`src/rtl/alu_sequencer_pkg.sv`:
```
// Shared types and constants for the ALU sequencer: opcode encoding,
// controller states and the 8-bit signed datapath type.
package alu_sequencer_pkg;

  typedef logic signed [7:0] data_t;

  // Compute ops produce a result beat; state ops only touch A/B.
  localparam logic [3:0] OP_ADD  = 4'b0000;
  localparam logic [3:0] OP_SUB  = 4'b0001;
  localparam logic [3:0] OP_SHL  = 4'b0010;
  localparam logic [3:0] OP_SAR  = 4'b0011;
  localparam logic [3:0] OP_CMP  = 4'b0100;
  localparam logic [3:0] OP_AND  = 4'b0101;
  localparam logic [3:0] OP_OR   = 4'b0110;
  localparam logic [3:0] OP_XOR  = 4'b0111;
  localparam logic [3:0] OP_NAND = 4'b1000;
  localparam logic [3:0] OP_NOR  = 4'b1001;
  localparam logic [3:0] OP_XNOR = 4'b1010;
  localparam logic [3:0] OP_NOT  = 4'b1011;
  localparam logic [3:0] OP_NEG  = 4'b1100;
  localparam logic [3:0] OP_MOVY = 4'b1101;
  localparam logic [3:0] OP_SWAP = 4'b1110;
  localparam logic [3:0] OP_LDA  = 4'b1111;

  typedef enum logic [1:0] {
    IDLE = 2'd0,
    EXEC = 2'd1,
    RESP = 2'd2
  } state_e;

  typedef struct packed {
    logic [3:0] op;
    data_t      data;
  } instr_t;

endpackage

```
`src/rtl/alu_sequencer_alu_core.sv`:
```
// Purely combinational 8-bit ALU; all results wrap modulo 256.
module alu_core
  import alu_sequencer_pkg::*;
(
  input  data_t      a,
  input  data_t      b,
  input  logic [3:0] op,
  output data_t      y
);

  // Select the operation; state-op encodings fall through to zero.
  always_comb begin
    // NOTE: every combinational output gets a default first so no path
    // leaves it unassigned and no latch is inferred.
    y = '0;
    case (op)
      OP_ADD:  y = a + b;
      OP_SUB:  y = a - b;
      OP_SHL:  y = a <<< 1;
      OP_SAR:  y = a >>> 1;
      OP_CMP:  y = (a == b) ? 8'sh00 : ((a > b) ? 8'sh01 : 8'shFF);
      OP_AND:  y = a & b;
      OP_OR:   y = a | b;
      OP_XOR:  y = a ^ b;
      OP_NAND: y = ~(a & b);
      OP_NOR:  y = ~(a | b);
      OP_XNOR: y = ~(a ^ b);
      OP_NOT:  y = ~a;
      OP_NEG:  y = -a;
      default: y = '0;
    endcase
  end

endmodule

```
`src/rtl/alu_sequencer.sv`:
```
// Instruction FIFO feeding a three-state controller (IDLE/EXEC/RESP) that
// runs each instruction against registers A/B and presents compute results
// on a valid/ready result port.
module alu_sequencer
  import alu_sequencer_pkg::*;
#(
  parameter int DEPTH = 4
) (
  input  logic                     clk,
  input  logic                     reset,
  input  logic                     instr_valid,
  output logic                     instr_ready,
  input  logic [3:0]               instr_op,
  input  logic [7:0]               instr_data,
  output logic                     res_valid,
  input  logic                     res_ready,
  output logic [7:0]               res_y,
  output logic [7:0]               ALed,
  output logic [7:0]               BLed,
  output logic                     busy,
  output logic [$clog2(DEPTH):0]   fifo_count
);

  localparam int AW = $clog2(DEPTH);
  localparam int CW = AW + 1;
  localparam logic [CW-1:0] FULL_COUNT = CW'(DEPTH);

  instr_t          mem_q [DEPTH];
  logic [AW-1:0]   wr_ptr_q, rd_ptr_q;
  logic [CW-1:0]   count_q;
  state_e          state_q, state_d;
  instr_t          instr_q, instr_d;
  data_t           a_q, a_d, b_q, b_d, y_q, y_d;
  data_t           alu_y;
  logic            push, pop;

  assign instr_ready = (count_q != FULL_COUNT);
  assign push        = instr_valid && instr_ready;
  assign res_valid   = (state_q == RESP);
  assign res_y       = y_q;
  assign ALed        = a_q;
  assign BLed        = b_q;
  assign busy        = (state_q != IDLE) || (count_q != '0);
  assign fifo_count  = count_q;

  alu_core u_alu (
    .a  (a_q),
    .b  (b_q),
    .op (instr_q.op),
    .y  (alu_y)
  );

  // FIFO storage: written on every accepted instruction.
  // NOTE: the storage array has no reset; occupancy is tracked by the
  // pointers and count, so stale entries are never read.
  always_ff @(posedge clk) begin
    if (push) mem_q[wr_ptr_q] <= {instr_op, instr_data};
  end

  // FIFO pointers and occupancy; power-of-two depth makes pointers wrap.
  always_ff @(posedge clk) begin
    if (reset) begin
      wr_ptr_q <= '0;
      rd_ptr_q <= '0;
      count_q  <= '0;
    end else begin
      if (push) wr_ptr_q <= wr_ptr_q + AW'(1);
      if (pop)  rd_ptr_q <= rd_ptr_q + AW'(1);
      case ({push, pop})
        2'b10:   count_q <= count_q + CW'(1);
        2'b01:   count_q <= count_q - CW'(1);
        default: count_q <= count_q;
      endcase
    end
  end

  // Controller state register.
  always_ff @(posedge clk) begin
    if (reset) state_q <= IDLE;
    else       state_q <= state_d;
  end

  // Datapath registers: instruction, A, B and result Y.
  always_ff @(posedge clk) begin
    // NOTE: sequential state uses non-blocking assignments so every
    // register samples the pre-edge values, which makes the A/B swap atomic.
    if (reset) begin
      instr_q <= '0;
      a_q     <= '0;
      b_q     <= '0;
      y_q     <= '0;
    end else begin
      instr_q <= instr_d;
      a_q     <= a_d;
      b_q     <= b_d;
      y_q     <= y_d;
    end
  end

  // Next-state and datapath control: pop in IDLE, execute, hold the result.
  always_comb begin
    state_d = state_q;
    instr_d = instr_q;
    a_d     = a_q;
    b_d     = b_q;
    y_d     = y_q;
    pop     = 1'b0;
    case (state_q)
      IDLE: begin
        if (count_q != '0) begin
          pop     = 1'b1;
          instr_d = mem_q[rd_ptr_q];
          state_d = EXEC;
        end
      end
      EXEC: begin
        state_d = IDLE;
        case (instr_q.op)
          OP_MOVY: a_d = y_q;
          OP_SWAP: begin
            a_d = b_q;
            b_d = a_q;
          end
          OP_LDA:  a_d = instr_q.data;
          default: begin
            y_d     = alu_y;
            state_d = RESP;
          end
        endcase
      end
      RESP: begin
        if (res_ready) state_d = IDLE;
      end
      default: state_d = IDLE;
    endcase
  end

endmodule

```
`config.mk`:
```
export PLATFORM = sky130hd
export DESIGN_NAME = alu_sequencer
export DESIGN_NICKNAME = d
export VERILOG_FILES = /design/src/rtl/alu_sequencer_pkg.sv /design/src/rtl/alu_sequencer_alu_core.sv /design/src/rtl/alu_sequencer.sv
export SDC_FILE = /design/constraint.sdc
export NUM_CORES = 1
export LEC_CHECK = 0
export BUFFER_PORTS_ARGS = -buffer_cell sky130_fd_sc_hd__buf_2
export CORE_MARGIN = 2
export CORE_UTILIZATION = 35
export CTS_CLUSTER_SIZE = 8
export DETAILED_ROUTE_END_ITERATION = 8
export PLACE_DENSITY_LB_ADDON = 0.05
export SYNTH_ARGS = -nofsm -noshare
export SYNTH_HDL_FRONTEND = slang
export SYNTH_HIERARCHICAL = 1
export SYNTH_SLANG_ARGS = --single-unit
```
`constraint.sdc`:
```
create_clock -name clk -period 3.5 [get_ports clk]
set_clock_uncertainty 0.15 [all_clocks]
set_input_delay 0 -clock clk [delete_from_list [all_inputs] [get_ports clk]]
set_output_delay 0 -clock clk [all_outputs]
set_load 0.01 [all_outputs]
```
==> run_summary.xml <==
<?xml version="1.0" encoding="UTF-8"?>
<metrics>
  <group name="sta">
    <metric name="grt_setup_unrepaired" unit="">false</metric>
    <metric name="final.period_utilization" unit="">0.8593</metric>
    <metric name="worst_pin_slew" unit="ns">0.8816</metric>
    <metric name="maxSlewHeadroom" unit="">0.4115</metric>
    <metric name="final_number_of_setup_violating_endpoints" unit="">0</metric>
    <metric name="drv_slew" unit="">0</metric>
    <metric name="fmaxAchievable" unit="GHz">0.3325</metric>
    <metric name="final-hold-violation-count" unit="">0</metric>
    <metric name="setup_tns" unit="ns">0</metric>
    <metric name="final_period_minus_worst_setup_slack" unit="ns">3.008</metric>
  </group>
  <group name="yosys">
    <metric name="ys_seq_area_frac" unit="">0.4205</metric>
    <metric name="syn_avg_cell_area" unit="um2">10.20</metric>
    <metric name="total_nets_after_synthesis" unit="">595</metric>
    <metric name="synth_cells" unit="">546</metric>
    <metric name="synth_largest_area_cell" unit="">edfxtp_1</metric>
    <metric name="dominantRegCellSynth" unit="">edfxtp_1</metric>
    <metric name="yosys.cell_types.count" unit="">72</metric>
    <metric name="yosys.area.top_type_share" unit="">0.2588</metric>
    <metric name="async_flop_share" unit="">0</metric>
    <metric name="syn-cell-area" unit="um2">5570</metric>
    <metric name="yosys-top-cells-area" unit="">edfxtp_1, dfxtp_1, ha_1</metric>
    <metric name="ys_warns" unit="">6</metric>
    <metric name="synth_seq_cells" unit="">93</metric>
    <metric name="synth_edf_count" unit="">48</metric>
  </group>
  <group name="floorplanning">
    <metric name="die_outline_height" unit="um">130.2</metric>
    <metric name="floorplan.io_pins" unit="">46</metric>
    <metric name="floorplan.core_area" unit="um2">15710</metric>
    <metric name="chipWidth" unit="um">130.2</metric>
    <metric name="row_count" unit="">46</metric>
    <metric name="initial_core_util" unit="">0.3545</metric>
    <metric name="dieArea" unit="um2">16940</metric>
  </group>
  <group name="critical_path">
    <metric name="required_worst_endpoint" unit="ns">3.55</metric>
    <metric name="r2r-end" unit="">res_y[7]</metric>
    <metric name="arrival_worst_endpoint" unit="ns">3.05</metric>
    <metric name="critical_path.reg2reg.startpoint" unit="">ALed[4]</metric>
    <metric name="worstRegToRegCells" unit="">10</metric>
    <metric name="crit_fanout" unit="">12</metric>
    <metric name="critPathKind" unit="">flip-flop to flip-flop</metric>
    <metric name="critPathLaunchType" unit="">flip-flop</metric>
    <metric name="worstSetupEndpointType" unit="">flip-flop</metric>
    <metric name="slack_of_the_worst_reg_to_reg_path" unit="ns">0.49</metric>
  </group>
  <group name="cells_and_area">
    <metric name="nNetsFinal" unit="">644</metric>
    <metric name="synthToLayoutAreaGrowth" unit="%">14.20</metric>
    <metric name="finish.cell_count_without_fillers" unit="">816</metric>
    <metric name="final_antenna_diode_count" unit="">0</metric>
    <metric name="fill_cells" unit="">1568</metric>
    <metric name="layout.cells.most_common_list" unit="">a21oi_1, edfxtp_1, dfxtp_1, buf_2, nor2_1</metric>
    <metric name="final_layout_size_suffix_gt1_frac" unit="">0.1800</metric>
    <metric name="layout_commonest_cell" unit="">a21oi_1</metric>
  </group>
  <group name="worst_hold_path">
    <metric name="worst_hold_path_type" unit="">primary input to flip-flop</metric>
    <metric name="hold_path_startpoint" unit="">reset</metric>
    <metric name="whs_path_depth" unit="">2</metric>
    <metric name="whs_endpoint" unit="">fifo_count[1]</metric>
  </group>
  <group name="routing">
    <metric name="vias_per_cell" unit="">5.545</metric>
    <metric name="num_vias" unit="">4525</metric>
    <metric name="drt_iter0_drc" unit="">327</metric>
    <metric name="wl" unit="mm">16.07</metric>
    <metric name="routed_wire_length_per_instance" unit="um">19.70</metric>
    <metric name="ant_nets" unit="">0</metric>
    <metric name="detailedRoute.firstPassIterationCount" unit="">6</metric>
    <metric name="drcViolationCount" unit="">0</metric>
  </group>
  <group name="global_route">
    <metric name="grt_overflow_total" unit="">0</metric>
    <metric name="grt_first_pass_wirelength" unit="mm">25.23</metric>
    <metric name="grt_util_all_layers" unit="">0.1991</metric>
    <metric name="pin_count_of_the_biggest_net_entering_global_routing" unit="">36</metric>
    <metric name="number_of_global_route_vias_before_repair" unit="">4347</metric>
    <metric name="antenna_found_initial" unit="">0</metric>
  </group>
  <group name="clock_tree">
    <metric name="cts_repair_resize_count" unit="">0</metric>
    <metric name="clk-insertion-delay-late" unit="ns">0.35</metric>
    <metric name="numCtsBuffers" unit="">9</metric>
    <metric name="tritoncts_num_sinks" unit="">93</metric>
    <metric name="post-cts-setup-buffer-count" unit="">0</metric>
    <metric name="cts_root_buffer" unit="">clkbuf_16</metric>
    <metric name="cts.path.max_buffers" unit="">2</metric>
    <metric name="htree_levels" unit="">3</metric>
    <metric name="cts_tree" unit="">yes</metric>
    <metric name="cts_hold_repair.buffers" unit="">14</metric>
    <metric name="clkTransAtPathRegs" unit="ns">0.07</metric>
  </group>
  <group name="placement">
    <metric name="dpl.cell_count" unit="">786</metric>
    <metric name="io_buffers" unit="">45</metric>
    <metric name="dp.final_hpwl" unit="mm">11.69</metric>
    <metric name="gp_routability_congestion" unit="">0.8998</metric>
  </group>
  <group name="power_and_ir_drop">
    <metric name="p_per_area" unit="nW/um2">634.8</metric>
    <metric name="ir_drop" unit="mV">0.3250</metric>
    <metric name="cellLeakagePower" unit="uW">0.002296</metric>
  </group>
  <group name="flow_run">
    <metric name="cap_viol_max_count" unit="">0</metric>
  </group>
  <group name="outcome">
    <metric name="outcome" unit="">completed</metric>
  </group>
</metrics>
registers in the layout, indices dropped and copies added (netlist names):
register    flops
res_y           8
wr_ptr_q        2
state_q         2
rd_ptr_q        2
BLed            8
mem_q          48
instr_q        12
fifo_count      3
ALed            8
per-stage QoR:
stage               cell area (um2)  worst slack [ns]  power [uW]  hold WS (ns)    util
finish                         6361            0.4923        4038       0.04069  0.4048
global route                   6361            0.2678        4302        0.1073  0.4048
CTS                            6361            0.5234        4077       0.03727  0.4048
detailed placement             5939            0.5473        3115       0.06655  0.3780
global placement               5939            0.6788        3120       0.06468  0.3780
floorplan                      5570            0.9321        2656      -0.05113       -
cell usage after synthesis, types with 9 or more instances:
master,count
nor2_1,33
clkbuf_1,12
inv_1,31
xnor2_1,9
a311oi_1,9
mux2i_1,11
buf_6,12
nand3_1,26
nand2_1,30
a22o_1,15
a21oi_1,50
dfxtp_1,45
edfxtp_1,48
mux4_2,13
and2_1,9
o21ai_0,27
ha_1,30
critical path, stage by stage, from the launching register on:
cell and delay, ns:
dfxtp_1 0.60, inv_1 0.15, ha_1 0.47, nor4_1 0.40, o31ai_1 0.14, o211ai_1 0.11
a21o_2 0.25, nor4bb_1 0.29, o211ai_1 0.15, nand3_1 0.09, a21oi_1 0.06
cell families (layout without fill, tap and decap cells):
family                     count (synthesis)  after routing  share of synthesized area
AOI/OAI and AO/OA                        167            167                     0.2031
and+or+nand+nor                          144            144                     0.1352
DFF                                       93             93                     0.4205
buffers and inverters                     72            126                    0.06985
adders and majority gates                 33             33                    0.07817
muxes                                     25             25                    0.07435
xor gates and xnor gates                  12             12                    0.01887
layout make-up:
class	count	area, um2	area share
multi-input combinational	381	2839	0.4463
clock buffer	10	229.0	0.03600
clock inverter	6	52.55	0.008261
timing repair buffer	78	508.0	0.07986
tap	216	270.3	0.04249
sequential	93	2342	0.3682
inverter	32	120.1	0.01888
how the worst max path moves through the flow:
stage / startpoint / to / slack (ns) / cells after the start
6_report: ALed[4] / res_y[7] / 0.49 / 10
5_1_grt: ALed[4] / res_y[7] / 0.27 / 10
4_1_cts: ALed[4] / res_y[7] / 0.52 / 10
3_5_place_dp: ALed[4] / res_y[7] / 0.55 / 10
3_3_place_gp: ALed[4] / res_y[7] / 0.68 / 10
2_1_floorplan: ALed[5] / res_y[7] / 0.93 / 11
report_power, final:
group	total [uW]	internal (uW)	switching [uW]
combinational	1600	647	954
sequential	1500	1310	193
clock	936	496	441
routing by layer:
metal  GRT usage  routed length (um)  share of wire  up-vias
li1            -                   -              -     2158
met1      0.2632                7197           0.45     2216
met2      0.3231                7769           0.48      129
met3     0.04100                 787          0.049       22
met4     0.07464                 320          0.020        0
met5           0                   0              0        -
Note: power is estimated with default switching activity, not from simulation.
